===== config.mk =====
export PLATFORM = sky130hd
export DESIGN_NAME = sqrt_share_scheduler
export DESIGN_NICKNAME = d
export VERILOG_FILES = /design/src/rtl/sqrt_sched_pkg.sv /design/src/rtl/rr_arbiter.sv /design/src/rtl/sqrt_share_scheduler.sv
export SDC_FILE = /design/constraint.sdc
export NUM_CORES = 1
export LEC_CHECK = 0
export CORE_ASPECT_RATIO = 1.75
export CORE_MARGIN = 4
export CORE_UTILIZATION = 35
export DETAILED_ROUTE_END_ITERATION = 6
export DONT_BUFFER_PORTS = 1
export GPL_ROUTABILITY_DRIVEN = 0
export GPL_TIMING_DRIVEN = 0
export SYNTH_ARGS = -nofsm -noshare
export SYNTH_HDL_FRONTEND = slang
export SYNTH_SLANG_ARGS = --single-unit

===== constraint.sdc =====
create_clock -name clock -period 2.93 [get_ports clock]
set_input_delay 0 -clock clock [delete_from_list [all_inputs] [get_ports clock]]
set_output_delay 0 -clock clock [all_outputs]
set_load 0.005 [all_outputs]

===== src/rtl/sqrt_sched_pkg.sv =====
// Shared types and defaults for the sqrt unit sharing scheduler.
package sqrt_sched_pkg;

  localparam int unsigned CNT_W      = 8;
  localparam int unsigned DEF_N_REQ  = 4;
  localparam int unsigned DEF_DATA_W = 16;
  localparam int unsigned DEF_RES_W  = 8;

  typedef enum logic [2:0] {
    IDLE,
    START,
    WAIT,
    ABORT,
    RESP
  } state_t;

endpackage


===== src/rtl/rr_arbiter.sv =====
// Round-robin arbiter: combinational winner search from a registered pointer.
// The pointer moves to one past the last served client when advance is high.
module rr_arbiter #(
  parameter  int unsigned N_REQ = 4,
  localparam int unsigned IDX_W = $clog2(N_REQ)
) (
  input  logic             clock,
  input  logic             rst,
  input  logic [N_REQ-1:0] req,
  input  logic             advance,
  input  logic [IDX_W-1:0] last_idx,
  output logic [N_REQ-1:0] win_onehot,
  output logic [IDX_W-1:0] win_idx,
  output logic             any
);

  logic [IDX_W-1:0] ptr_q, ptr_d;
  logic [IDX_W-1:0] k;

  always_comb begin
    any        = 1'b0;
    win_idx    = '0;
    win_onehot = '0;
    k          = '0;
    // Scan ptr, ptr+1, ... modulo N_REQ; first requester found wins.
    for (int unsigned i = 0; i < N_REQ; i++) begin
      k = IDX_W'((32'(ptr_q) + i) % N_REQ);
      if (!any && req[k]) begin
        any     = 1'b1;
        win_idx = k;
      end
    end
    if (any) win_onehot[win_idx] = 1'b1;
  end

  always_comb begin
    ptr_d = ptr_q;
    if (advance) begin
      if (last_idx == IDX_W'(N_REQ - 1)) ptr_d = '0;
      else                               ptr_d = last_idx + 1'b1;
    end
  end

  always_ff @(posedge clock or posedge rst) begin
    if (rst) ptr_q <= '0;
    else     ptr_q <= ptr_d;
  end

endmodule


===== src/rtl/sqrt_share_scheduler.sv =====
// Shares one sqrt unit among N_REQ clients: round-robin grant, start pulse,
// watchdog-guarded wait for Done/invalid, then a one-cycle response to the owner.
module sqrt_share_scheduler
  import sqrt_sched_pkg::*;
#(
  parameter  int unsigned N_REQ   = DEF_N_REQ,
  parameter  int unsigned DATA_W  = DEF_DATA_W,
  parameter  int unsigned RES_W   = DEF_RES_W,
  parameter  int unsigned TIMEOUT = 255,
  localparam int unsigned IDX_W   = $clog2(N_REQ)
) (
  input  logic                    clock,
  input  logic                    rst,
  input  logic [N_REQ-1:0]        req,
  input  logic [N_REQ*DATA_W-1:0] req_data,
  output logic [N_REQ-1:0]        grant,
  output logic [N_REQ-1:0]        rsp_valid,
  output logic [RES_W-1:0]        rsp_result,
  output logic                    rsp_invalid,
  output logic                    rsp_err,
  output logic                    busy,
  output logic                    sq_start,
  output logic [DATA_W-1:0]       sq_operand,
  output logic                    sq_rst,
  input  logic                    sq_done,
  input  logic                    sq_invalid,
  input  logic [RES_W-1:0]        sq_result
);

  state_t              state_q, state_d;
  logic [IDX_W-1:0]    owner_q, owner_d;
  logic [N_REQ-1:0]    owner_oh_q, owner_oh_d;
  logic [DATA_W-1:0]   operand_q, operand_d;
  logic [RES_W-1:0]    res_q, res_d;
  logic                inv_q, inv_d;
  logic                err_q, err_d;
  logic [CNT_W-1:0]    wd_cnt_q, wd_cnt_d;

  logic [N_REQ-1:0]    win_onehot;
  logic [IDX_W-1:0]    win_idx;
  logic                win_any;
  logic [DATA_W-1:0]   win_operand;

  rr_arbiter #(.N_REQ(N_REQ)) u_arb (
    .clock      (clock),
    .rst        (rst),
    .req        (req),
    .advance    (state_q == RESP),
    .last_idx   (owner_q),
    .win_onehot (win_onehot),
    .win_idx    (win_idx),
    .any        (win_any)
  );

  always_comb begin
    win_operand = '0;
    for (int unsigned i = 0; i < N_REQ; i++) begin
      if (win_idx == IDX_W'(i)) win_operand = req_data[i*DATA_W +: DATA_W];
    end
  end

  always_comb begin
    state_d    = state_q;
    owner_d    = owner_q;
    owner_oh_d = owner_oh_q;
    operand_d  = operand_q;
    res_d      = res_q;
    inv_d      = inv_q;
    err_d      = err_q;
    wd_cnt_d   = wd_cnt_q;
    case (state_q)
      IDLE: begin
        if (win_any) begin
          state_d    = START;
          owner_d    = win_idx;
          owner_oh_d = win_onehot;
          operand_d  = win_operand;
          res_d      = '0;
          inv_d      = 1'b0;
          err_d      = 1'b0;
        end
      end
      START: state_d = WAIT;
      WAIT: begin
        wd_cnt_d = wd_cnt_q + 1'b1;
        // Completion outranks the watchdog; invalid outranks done.
        if (sq_invalid) begin
          inv_d   = 1'b1;
          res_d   = '0;
          state_d = RESP;
        end else if (sq_done) begin
          res_d   = sq_result;
          state_d = RESP;
        end else if (wd_cnt_q == CNT_W'(TIMEOUT - 1)) begin
          state_d = ABORT;
        end
      end
      ABORT: begin
        err_d   = 1'b1;
        state_d = RESP;
      end
      RESP: begin
        wd_cnt_d = '0;
        state_d  = IDLE;
      end
      default: state_d = IDLE;
    endcase
  end

  always_ff @(posedge clock or posedge rst) begin
    if (rst) begin
      state_q    <= IDLE;
      owner_q    <= '0;
      owner_oh_q <= '0;
      operand_q  <= '0;
      res_q      <= '0;
      inv_q      <= 1'b0;
      err_q      <= 1'b0;
      wd_cnt_q   <= '0;
    end else begin
      state_q    <= state_d;
      owner_q    <= owner_d;
      owner_oh_q <= owner_oh_d;
      operand_q  <= operand_d;
      res_q      <= res_d;
      inv_q      <= inv_d;
      err_q      <= err_d;
      wd_cnt_q   <= wd_cnt_d;
    end
  end

  assign busy        = (state_q != IDLE);
  assign grant       = busy ? owner_oh_q : '0;
  assign sq_start    = (state_q == START);
  assign sq_rst      = (state_q == ABORT);
  assign sq_operand  = operand_q;
  assign rsp_valid   = (state_q == RESP) ? owner_oh_q : '0;
  assign rsp_result  = (state_q == RESP) ? res_q : '0;
  assign rsp_invalid = (state_q == RESP) && inv_q;
  assign rsp_err     = (state_q == RESP) && err_q;

endmodule

==> results of run 1 <==
==> metrics by stage <==
stage	power, W	hold slack [ns]	setup WS [ns]
6_report	0.00321	0.00101	0.298
5_1_grt	0.00344	0.0340	0.102
4_1_cts	0.00322	0.000668	0.266
3_5_place_dp	0.00243	-0.234	0.823
3_3_place_gp	0.00239	0.135	0.867
2_1_floorplan	0.00209	0.129	1.18
==> how the worst max path moves through the flow <==
stage | cells past startpoint | slack [ns] | from | to
finish | 7 | 0.30 | state_q[2]$_DFFE_PP0P_ | sq_operand[13]$_DFFE_PP0P_
global route | 7 | 0.10 | state_q[2]$_DFFE_PP0P_ | sq_operand[3]$_DFFE_PP0P_
CTS | 7 | 0.27 | state_q[2]$_DFFE_PP0P_ | sq_operand[14]$_DFFE_PP0P_
detailed placement | 6 | 0.82 | state_q[2]$_DFFE_PP0P_ | sq_operand[14]$_DFFE_PP0P_
global placement | 6 | 0.87 | state_q[2]$_DFFE_PP0P_ | sq_operand[0]$_DFFE_PP0P_
floorplan | 7 | 1.18 | u_arb.ptr_q[1]$_DFFE_PP0N_ | sq_operand[13]$_DFFE_PP0P_
==> cells in the mapped netlist (all sizes together), types with 3 or more instances <==
library cell | n | area (µm²)
a31oi | 10 | 62.6
nand3 | 6 | 30.0
nor3 | 4 | 42.5
a221o | 8 | 80.1
clkbuf | 4 | 15.0
mux2 | 8 | 101
o22ai | 8 | 68.8
nor2b | 5 | 31.3
a21oi | 11 | 58.8
o21ai | 23 | 126
nand4 | 3 | 18.8
ha | 3 | 37.5
a22oi | 7 | 52.6
and3 | 16 | 100
buf | 12 | 90.1
dfrtp | 45 | 1130
nand2b | 4 | 25.0
nor2 | 8 | 40.0
nand2 | 80 | 300
inv | 5 | 18.8
==> worst max-delay path, stage by stage (launching register included) <==
cell,delay (ns)
dfrtp_1,0.36
buf_2,0.17
nor3_4,0.43
nand2_1,0.18
nor3_4,0.45
buf_4,0.26
a31oi_1,0.10
dlygate4sd3_1,0.56
==> routing by layer <==
layer | part of all wire [%] | GRT usage [%]
met3 | 6.8 | 3.63
met2 | 52 | 28.3
met1 | 39 | 19.6
met5 | 0 | 0
met4 | 1.8 | 5.08
==> registers in the layout (all words and copies together), names as in the netlist <==
signal,count
res_q,8
wd_cnt_q,8
owner_oh_q,4
sq_operand,16
owner_q,2
inv_q,1
u_arb.ptr_q,2
err_q,1
state_q,3
==> logic make-up (layout without fill, tap and decap cells) <==
group	after synthesis	after routing	share of synthesized area, %
compound gates	76	76	20.8
fa+ha+maj	3	3	1.45
flops	45	45	43.5
buf+inv	21	76	4.78
mux	9	9	4.30
simple gates	132	132	24.6
xor+xnor	2	2	0.676
==> cell type report <==
type / count / area, µm²
plain buffers: 16 / 105
clock buffers: 5 / 125
clock inverters: 3 / 22.5
fillers: 663 / 3910
inverters: 5 / 18.8
multi-input cells: 222 / 1340
flip-flops and latches: 45 / 1130
well taps: 86 / 108
repair buffers: 47 / 480
==> power by group through the flow <==
stage                     Clock, W  Sequential [W]  Combinational, W
after detailed placement         0         0.00111           0.00132
final                     0.000568         0.00110           0.00154
after global placement           0         0.00111           0.00129
after floorplan                  0         0.00104           0.00104
after global routing      0.000599         0.00113           0.00171
after CTS                 0.000580         0.00110           0.00154
==> metrics.md, run 1 <==
| Metric | Value |
|---|---|
| Yosys Warn Count | `0` |
| Placement Rows | `41` |
| Max Fanout on Critical Path | `10` |
| Cells after DPL | `around 380` |
| Routed wire length | `~7400 µm` |
| Outcome | `completed` |
| Routed vias | `2418` |
| Post-CTS setup buffer count | `0` |
| R2r endpoint | `sq_operand[13]$_DFFE_PP0P_` |
| Vias per cell | `approximately 5.6` |
| Post-DP Area | `~0.0027 mm²` |
| Core area | `between 0.007 and 0.008 mm²` |
| Required time worst endpoint | `3.10 ns` |
| Rel. slew slack | `57.4%` |
| Initial core utilization | `approximately 36%` |
| Final setup viols | `0` |
| Most common cell after layout, fill and taps aside | `nand2_1` |
| CTS tree | `built` |
| Layout cells sized above 1 | `approximately 11%` |
| Synth Register Bits | `45` |
| Power Internal | `0.00191 W` |
| Vias in the first global route | `roughly 2400` |
| Grt total ovfl | `0` |
| Tightest Hold Check Type | `in -> reg` |
| Fmax | `about 380 MHz` |
| Insertion delay to the later sink of the worst-skew pair | `between 0.2 and 0.3 ns` |
| Mean Syn Cell Area | `about 9 µm²` |
| Worst r2r src | `state_q[2]$_DFFE_PP0P_` |
| Hold Path End | `sq_operand[6]$_DFFE_PP0P_` |
| Worst-case clock buffer depth | `2` |
| Post-synthesis cell count | `between 200 and 300` |
| Die X | `between 70 and 80 µm` |
| Most frequent cells in the layout | `80 x nand2_1, 46 x dlygate4sd3_1, 45 x dfrtp_1` |
| Part of the power in registers | `approximately a third` |
| Max Cap Viol | `0` |
| Initial antenna violation count | `0` |
| Final Util | `between 40% and 50%` |
| Post-synthesis sequential area ratio | `a little over two fifths` |
| Crit path kind | `reg -> reg` |
| Pre-antenna DRT Iters | `4` |
| Static Leak | `1.52 nW` |
| Final Hold Fails | `0` |
| Reg2reg setup slack | `0.30 ns` |
| DIE AREA | `around 0.0089 mm²` |
| Power Density | `964 mW/mm²` |
| Switch Pwr | `~0.0013 W` |
| FF-to-FF path depth | `7` |
| Num CTS Buffers | `5` |
| Global-route wire length before repair | `roughly 12000 µm` |
| Fin crit period | `2.63 ns` |
| CTS hold repair buffers | `46` |
| Ys flop type | `dfrtp_1` |
| Sw Ratio | `40.6%` |
| Design area | `between 0.003 and 0.004 mm²` |
| Worst Tran Pin Value | `between 0.6 and 0.7 ns` |
| Combinational cell fraction of total power | `about 48%` |
| Worst hold path depth | `3` |
| H-tree levels | `2` |
| Root Buffer | `clkbuf_16` |
| Period utilisation layout | `about nine tenths` |
| CP startpoint kind | `flop` |
| All-Layer GR Usage | `between 10% and 20%` |
| DR WL/cell | `approximately 17 µm` |
| Final Slew Violations | `0` |
| Unrepaired setup endpoints after global routing | `false` |
| Post-DRT Antenna Nets | `0` |
| Mapped Area | `approximately 0.0026 mm²` |
| Critical path endpoint category | `flop` |
| Clock-pin slew on the worst setup and hold paths | `approximately 0.070 ns` |
| Port Buffer Count | `0` |
| CP arrival | `2.80 ns` |
| Gates resized, CTS repair | `0` |
| Number of enable flip-flop cells after synthesis | `0` |
| Clock skew | `between 0.009 and 0.01 ns` |
| Die height | `about 120 µm` |
| Residual DRC | `0` |
| Fin cells | `between 400 and 500` |
| DR iter-0 viols | `130` |
| Layout area overhead | `28.4%` |
| Setup_tns | `0 ns` |
| Worst Hold Launch | `req_data[22]` |
| FFs w/ async S/R, synth | `between 90% and 100%` |
| Peak VDD IR | `678 µV` |
| # IOs | `roughly 120` |
| Largest net degree at the start of global routing | `43` |
| Nets@finish | `between 400 and 500` |
| Clock share of power | `17.7%` |
| # clock sinks | `45` |
| Dpl hpwl | `between 5000 and 6000 µm` |
| Antenna Cells | `0` |
| Syn Nets | `371` |
| Post-synthesis cell type count | `45` |
Note: power is estimated with default switching activity, not from simulation.
==> run 2: changes to the inputs <==
CELL_PAD_IN_SITES_DETAIL_PLACEMENT = 1   (was default)
CELL_PAD_IN_SITES_GLOBAL_PLACEMENT = 1   (was default)
PLACE_DENSITY_LB_ADDON = 0.1   (was default)
==> metrics.md, run 2 (synthesized netlist as in run 1, its figures left out) <==
| Metric | Value |
|---|---|
| Outcome | `completed` |
| Design area | `0.00332 mm² (-0.26%)` |
| CP startpoint kind | `flop` |
| Initial antenna violation count | `0 (unchanged)` |
| All-Layer GR Usage | `19.5% (+3.2 points)` |
| Vias in the first global route | `2725 (+14%)` |
| Layout area overhead | `28.1%` |
| Placement Rows | `41 (unchanged)` |
| # clock sinks | `45 (unchanged)` |
| Root Buffer | `clkbuf_16` |
| Period utilisation layout | `92.8% (+3.0 points)` |
| Worst r2r src | `state_q[2]$_DFFE_PP0P_` |
| Fin Hold WS | `0.0173 ns (+0.0162 ns)` |
| Die height | `122 µm (unchanged)` |
| Max Cap Viol | `0 (unchanged)` |
| Nets@finish | `425 (unchanged)` |
| Die X | `73.0 µm (unchanged)` |
| Post-DP Area | `0.00272 mm² (unchanged)` |
| H-tree levels | `2 (unchanged)` |
| Pre-antenna DRT Iters | `4 (unchanged)` |
| CTS tree | `built` |
| Final Hold Fails | `0 (unchanged)` |
| Gates resized, CTS repair | `0 (unchanged)` |
| Layout cells sized above 1 | `11.1% (-0.29 points)` |
| Num CTS Buffers | `5 (unchanged)` |
| Antenna Cells | `0 (unchanged)` |
| Clock skew | `0.00878 ns (-0.00109 ns)` |
| Routed vias | `2428 (+0.41%)` |
| Fin cells | `429 (unchanged)` |
| Worst-case clock buffer depth | `2 (unchanged)` |
| Rel. slew slack | `53.7% (-3.7 points)` |
| DR WL/cell | `19.7 µm (+15%)` |
| Max Fanout on Critical Path | `10 (unchanged)` |
| Worst Hold Launch | `req_data[28]` |
| Required time worst endpoint | `3.10 ns (about the same)` |
| Static Leak | `1.51 nW (-0.21%)` |
| DIE AREA | `0.00890 mm² (unchanged)` |
| Critical path endpoint category | `flop` |
| Residual DRC | `0 (unchanged)` |
| Core area | `0.00723 mm² (unchanged)` |
| # IOs | `117 (unchanged)` |
| Worst Tran Pin Value | `0.693 ns (+0.0556 ns)` |
| Final Slew Violations | `0 (unchanged)` |
| Insertion delay to the later sink of the worst-skew pair | `0.28 ns (about the same)` |
| Dpl hpwl | `5890 µm (+15%)` |
| Grt total ovfl | `0 (unchanged)` |
| CP arrival | `2.89 ns (+0.09 ns)` |
| Most frequent cells in the layout | `80 x nand2_1, 46 x dlygate4sd3_1, 45 x dfrtp_1` |
| Peak VDD IR | `375 µV (-45%)` |
| Fin crit period | `2.72 ns (+0.0875 ns)` |
| Post-CTS setup buffer count | `0 (unchanged)` |
| Largest register FFs | `16 (unchanged)` |
| Cells after DPL | `375 (unchanged)` |
| Clock-pin slew on the worst setup and hold paths | `0.07 ns (about the same)` |
| Most common cell after layout, fill and taps aside | `nand2_1` |
| Setup_tns | `0 ns (unchanged)` |
| Tightest Hold Check Type | `in -> reg` |
| DR iter-0 viols | `80 (-38%)` |
| Worst setup path startpoint | `state_q[2]$_DFFE_PP0P_` |
| Initial core utilization | `35.8% (unchanged)` |
| Final Util | `45.9% (-0.12 points)` |
| Routed wire length | `8440 µm (+15%)` |
| Global-route wire length before repair | `13500 µm (+15%)` |
| Port Buffer Count | `0 (unchanged)` |
| Largest net degree at the start of global routing | `37 (-14%)` |
| Unrepaired setup endpoints after global routing | `false` |
| Power Density | `975 mW/mm² (+1.1%)` |
| Final setup viols | `0 (unchanged)` |
| Vias per cell | `5.66 (+0.41%)` |
| Fmax | `368 MHz (-3.2%)` |
| Crit path kind | `reg -> reg` |
| Post-DRT Antenna Nets | `0 (unchanged)` |
## run 2: cell count changes in the layout (fill, tap and decap cells not counted)
cell / before / now
clkinv_2: 1 / 2
clkbuf_1: 4 / 5
clkinv_4: 2 / 0
## run 2: final cells by class
type | instances | area, µm²
plain buffers | 16 | 105
clock buffers | 6 | 129
clock inverters | 2 | 10.0
fillers | 829 | 3920
inverters | 5 | 18.8
multi-input cells | 222 | 1340
flip-flops and latches | 45 | 1130
well taps | 86 | 108
repair buffers | 47 | 480
## run 2: metal layers
metal / vias up / track usage, % / part of all wire [%]
li1: 1134 / - / -
met1: 1210 / 20.9 / 36
met2: 74 / 38.2 / 58
met3: 10 / 3.14 / 4.4
met4: 0 / 4.73 / 1.4
met5: - / 0 / 0
## run 2: per-stage QoR
step / power [W] / setup slack, ns
6_report: 0.00323 / 0.211
5_1_grt: 0.00349 / 0.0760
4_1_cts: 0.00325 / 0.246
3_5_place_dp: 0.00249 / 0.764
3_3_place_gp: 0.00245 / 0.837
2_1_floorplan: 0.00209 / 1.18
## run 2: power breakdown
| part | internal (W) | leakage, nW | switching [W] |
|---|---|---|---|
| clock | 0.000314 | 0.0706 | 0.000235 |
| combinational | 0.000716 | 0.871 | 0.000857 |
| sequential | 0.000874 | 0.573 | 0.000238 |
| total | 0.00190 | 1.51 | 0.00133 |
## run 2: timing repair
item / CTS / global route
hold buffers: 46 / 0
endpoints found under the hold margin: 72 / 0
endpoints found under the setup margin: 0 / 0
## run 2: worst max-delay path, stage by stage (launching register included)
cell	delay [ns]
dfrtp_1	0.38
buf_2	0.19
nor3_4	0.42
nand2_1	0.18
nor3_4	0.50
buf_4	0.27
a31oi_1	0.09
dlygate4sd3_1	0.57
## run 2: path summary, 6_finish.rpt
path | to | slack [ns] | cells after the start
max | sq_operand[0]$_DFFE_PP0P_ | 0.21 | 7
min | sq_operand[12]$_DFFE_PP0P_ | 0.02 | 3
max reg2reg | sq_operand[0]$_DFFE_PP0P_ | 0.21 | 7
min reg2reg | wd_cnt_q[6]$_DFFE_PP0P_ | 0.47 | 1
max in group asynchronous | err_q$_DFFE_PP0P_ | 2.34 | 3
min in group asynchronous | sq_operand[1]$_DFFE_PP0P_ | 0.10 | 2
==> run 3: changes to the inputs <==
ABC_AREA = 1   (was default)
CORE_UTILIZATION = 46   (was 35)
==> metrics.md, run 3 <==
| Metric | Value |
|---|---|
| Outcome | `completed` |
| Routed vias | `3152 (+30%)` |
| Required time worst endpoint | `3.14 ns (+0.04 ns)` |
| Syn Nets | `498 (+34%)` |
| DR iter-0 viols | `155 (+94%)` |
| Insertion delay to the later sink of the worst-skew pair | `0.31 ns (+0.03 ns)` |
| Top-area cell type share of the netlist area | `39.6% (-3.8 points)` |
| Setup_tns | `0 ns (unchanged)` |
| Vias in the first global route | `3590 (+32%)` |
| DIE AREA | `0.00755 mm² (-15%)` |
| Fin crit period | `2.73 ns (+0.00911 ns)` |
| Initial core utilization | `47.9% (+12 points)` |
| Design area | `0.00355 mm² (+7.1%)` |
| Area contributors post-synth | `dfrtp_1 40%, nand2_1 15%, nand3_1 11%` |
| Layout area overhead | `25.1%` |
| Final Slew Violations | `0 (unchanged)` |
| Mapped Area | `0.00284 mm² (+9.6%)` |
| Global-route wire length before repair | `17100 µm (+27%)` |
| Post-DRT Antenna Nets | `0 (unchanged)` |
| Max Cap Viol | `0 (unchanged)` |
| Synth Register Bits | `45 (unchanged)` |
| Period utilisation layout | `93.1% (+0.31 points)` |
| Most frequent cell after synthesis | `nand2_1` |
| Number of enable flip-flop cells after synthesis | `0 (unchanged)` |
| Vias per cell | `5.72 (+1.1%)` |
| Max Fanout on Critical Path | `10 (unchanged)` |
| Port Buffer Count | `0 (unchanged)` |
| Critical path endpoint category | `flop` |
| Peak VDD IR | `738 µV (+97%)` |
| Worst Tran Pin Value | `0.591 ns (-0.102 ns)` |
| Crit path kind | `reg -> reg` |
| Final setup viols | `0 (unchanged)` |
| Placement Rows | `37 (-9.8%)` |
| Residual DRC | `0 (unchanged)` |
| # IOs | `117 (unchanged)` |
| Worst-case clock buffer depth | `2 (unchanged)` |
| # clock sinks | `45 (unchanged)` |
| Synth area leader | `dfrtp_1` |
| Post-synthesis sequential area ratio | `39.6% (-3.8 points)` |
| Die height | `112 µm (-8.1%)` |
| Static Leak | `1.75 nW (+16%)` |
| Routed wire length | `10400 µm (+24%)` |
| CP arrival | `2.94 ns (+0.05 ns)` |
| Most common cell after layout, fill and taps aside | `nand2_1` |
| Power Density | `1310 mW/mm² (+35%)` |
| CTS tree | `built` |
| Most frequent cells in the layout | `111 x nand2_1, 60 x nand3_1, 51 x nor2_1` |
| Tightest Hold Check Type | `in -> async` |
| Pre-antenna DRT Iters | `4 (unchanged)` |
| FFs w/ async S/R, synth | `100% (unchanged)` |
| Nets@finish | `554 (+30%)` |
| Clock skew | `0.00987 ns (+0.00109 ns)` |
| Num CTS Buffers | `5 (unchanged)` |
| Fin Hold WS | `0.0570 ns (+0.0398 ns)` |
| Initial antenna violation count | `1 (+1)` |
| Yosys Warn Count | `0 (unchanged)` |
| Largest register FFs | `16 (unchanged)` |
| Fmax | `367 MHz (-0.33%)` |
| Ys flop type | `dfrtp_1` |
| Post-DP Area | `0.00296 mm² (+8.8%)` |
| Post-synthesis cell count | `415 (+44%)` |
| Root Buffer | `clkbuf_8` |
| Largest net degree at the start of global routing | `40 (+8.1%)` |
| Clock-pin slew on the worst setup and hold paths | `0.09 ns (+0.02 ns)` |
| Rel. slew slack | `60.3% (+6.7 points)` |
| Final Hold Fails | `0 (unchanged)` |
| H-tree levels | `2 (unchanged)` |
| DR WL/cell | `19.0 µm (-3.6%)` |
| Layout cells sized above 1 | `8.69% (-2.4 points)` |
| Dpl hpwl | `6640 µm (+13%)` |
| Die X | `67.4 µm (-7.7%)` |
| Post-synthesis cell type count | `31 (-31%)` |
| All-Layer GR Usage | `29.9% (+10 points)` |
| Pwr Total | `0.00467 W (+44%)` |
| Core area | `0.00593 mm² (-18%)` |
| Mean Syn Cell Area | `6.84 µm² (-24%)` |
| Grt total ovfl | `0 (unchanged)` |
| CP startpoint kind | `flop` |
| Most common library cells after synthesis | `111 x nand2_1, 60 x nand3_1, 51 x nor2_1, 47 x inv_1, 45 x dfrtp_1` |
==> run 3: cell types whose count changed in the layout (fill, tap and decap cells not counted), sizes merged, moves of 6 or more <==
| cell | change |
|---|---|
| a31oi | -10 |
| mux2 | -8 |
| nor2 | +47 |
| nand2 | +38 |
| a22oi | -7 |
| o21ai | +11 |
| nand3 | +55 |
| a221o | -8 |
| nand4 | +6 |
| and3 | -15 |
| inv | +46 |
==> run 3: layer usage <==
layer	part of all wire, %	global-route usage [%]	vias to the layer above	wire, µm
met5	0	0	-	0
met4	5.2	16.4	0	539
met3	5.1	6.46	45	528
met2	57	55.1	119	5930
met1	33	29.1	1551	3450
li1	-	-	1437	-
==> run 3: worst max-delay path, cell delays in order (launching register included) <==
cell and delay, ns:
dfrtp_2 0.47, inv_2 0.13, nand2_1 0.07, nand2_1 0.12, nand2_1 0.12, o21ai_1 0.16
or2_1 0.20, nand2_2 0.13, inv_2 0.16, buf_2 0.25, nand2_1 0.10, nor2_1 0.11
dlygate4sd3_1 0.56, nor2_1 0.04
==> run 3: path summary, 6_finish.rpt <==
path / startpoint / end / slack (ns) / cells after the start
min: rst / res_q[1]$_DFFE_PP0P_ / 0.06 / 2
max reg2reg: u_arb.ptr_q[1]$_DFFE_PP0N_ / sq_operand[8]$_DFFE_PP0P_ / 0.20 / 13
max in group asynchronous: rst / u_arb.ptr_q[1]$_DFFE_PP0N_ / 2.38 / 3
max: u_arb.ptr_q[1]$_DFFE_PP0N_ / sq_operand[8]$_DFFE_PP0P_ / 0.20 / 13
min in group clock: req_data[26] / sq_operand[10]$_DFFE_PP0P_ / 0.06 / 6
min reg2reg: wd_cnt_q[7]$_DFFE_PP0P_ / wd_cnt_q[7]$_DFFE_PP0P_ / 0.51 / 1
==> run 3: through the flow <==
stage / setup slack, ns / utilization (%) / instances
floorplan: 1.17 / - / 415
global placement: 0.879 / 49.6 / 493
detailed placement: 0.824 / 49.9 / 494
CTS: 0.278 / 59.9 / 550
global route: -0.00457 / 60.0 / 551
finish: 0.202 / 60.0 / 551
==> run 3: what timing repair did <==
item                                    in CTS  in global routing
resized for setup                            0                  1
setup buffers                                0                  0
hold buffers                                48                  0
endpoints found under the hold margin       73                  0
endpoints found under the setup margin       0                  1
==> run 3: layout make-up <==
class | count | area, µm²
Antenna cell | 1 | 2.50
Buffer | 16 | 120
Clock buffer | 6 | 72.6
Clock inverter | 2 | 38.8
Fill cell | 780 | 2370
Inverter | 52 | 198
Multi-Input combinational cell | 302 | 1400
Sequential cell | 45 | 1130
Tap cell | 78 | 97.6
Timing Repair Buffer | 49 | 500
==> run 3: cell families (layout without fill, tap and decap cells) <==
group                      count (synthesis)  count (layout)  synth area share [%]
DFF                                       45              45                  39.6
adders and majority gates                  3               3                  1.32
and+or+nand+nor                          253             253                  39.3
AOI/OAI and AO/OA                         46              46                  8.55
buffers and inverters                     68             125                  11.2
other                                      0               1                     0
==> run 3: power by group <==
group          switching [W]  total [W]  internal [W]
sequential          0.000178    0.00105      0.000868
clock               0.000234   0.000490      0.000256
combinational        0.00196    0.00313       0.00118
total                0.00237    0.00467       0.00230
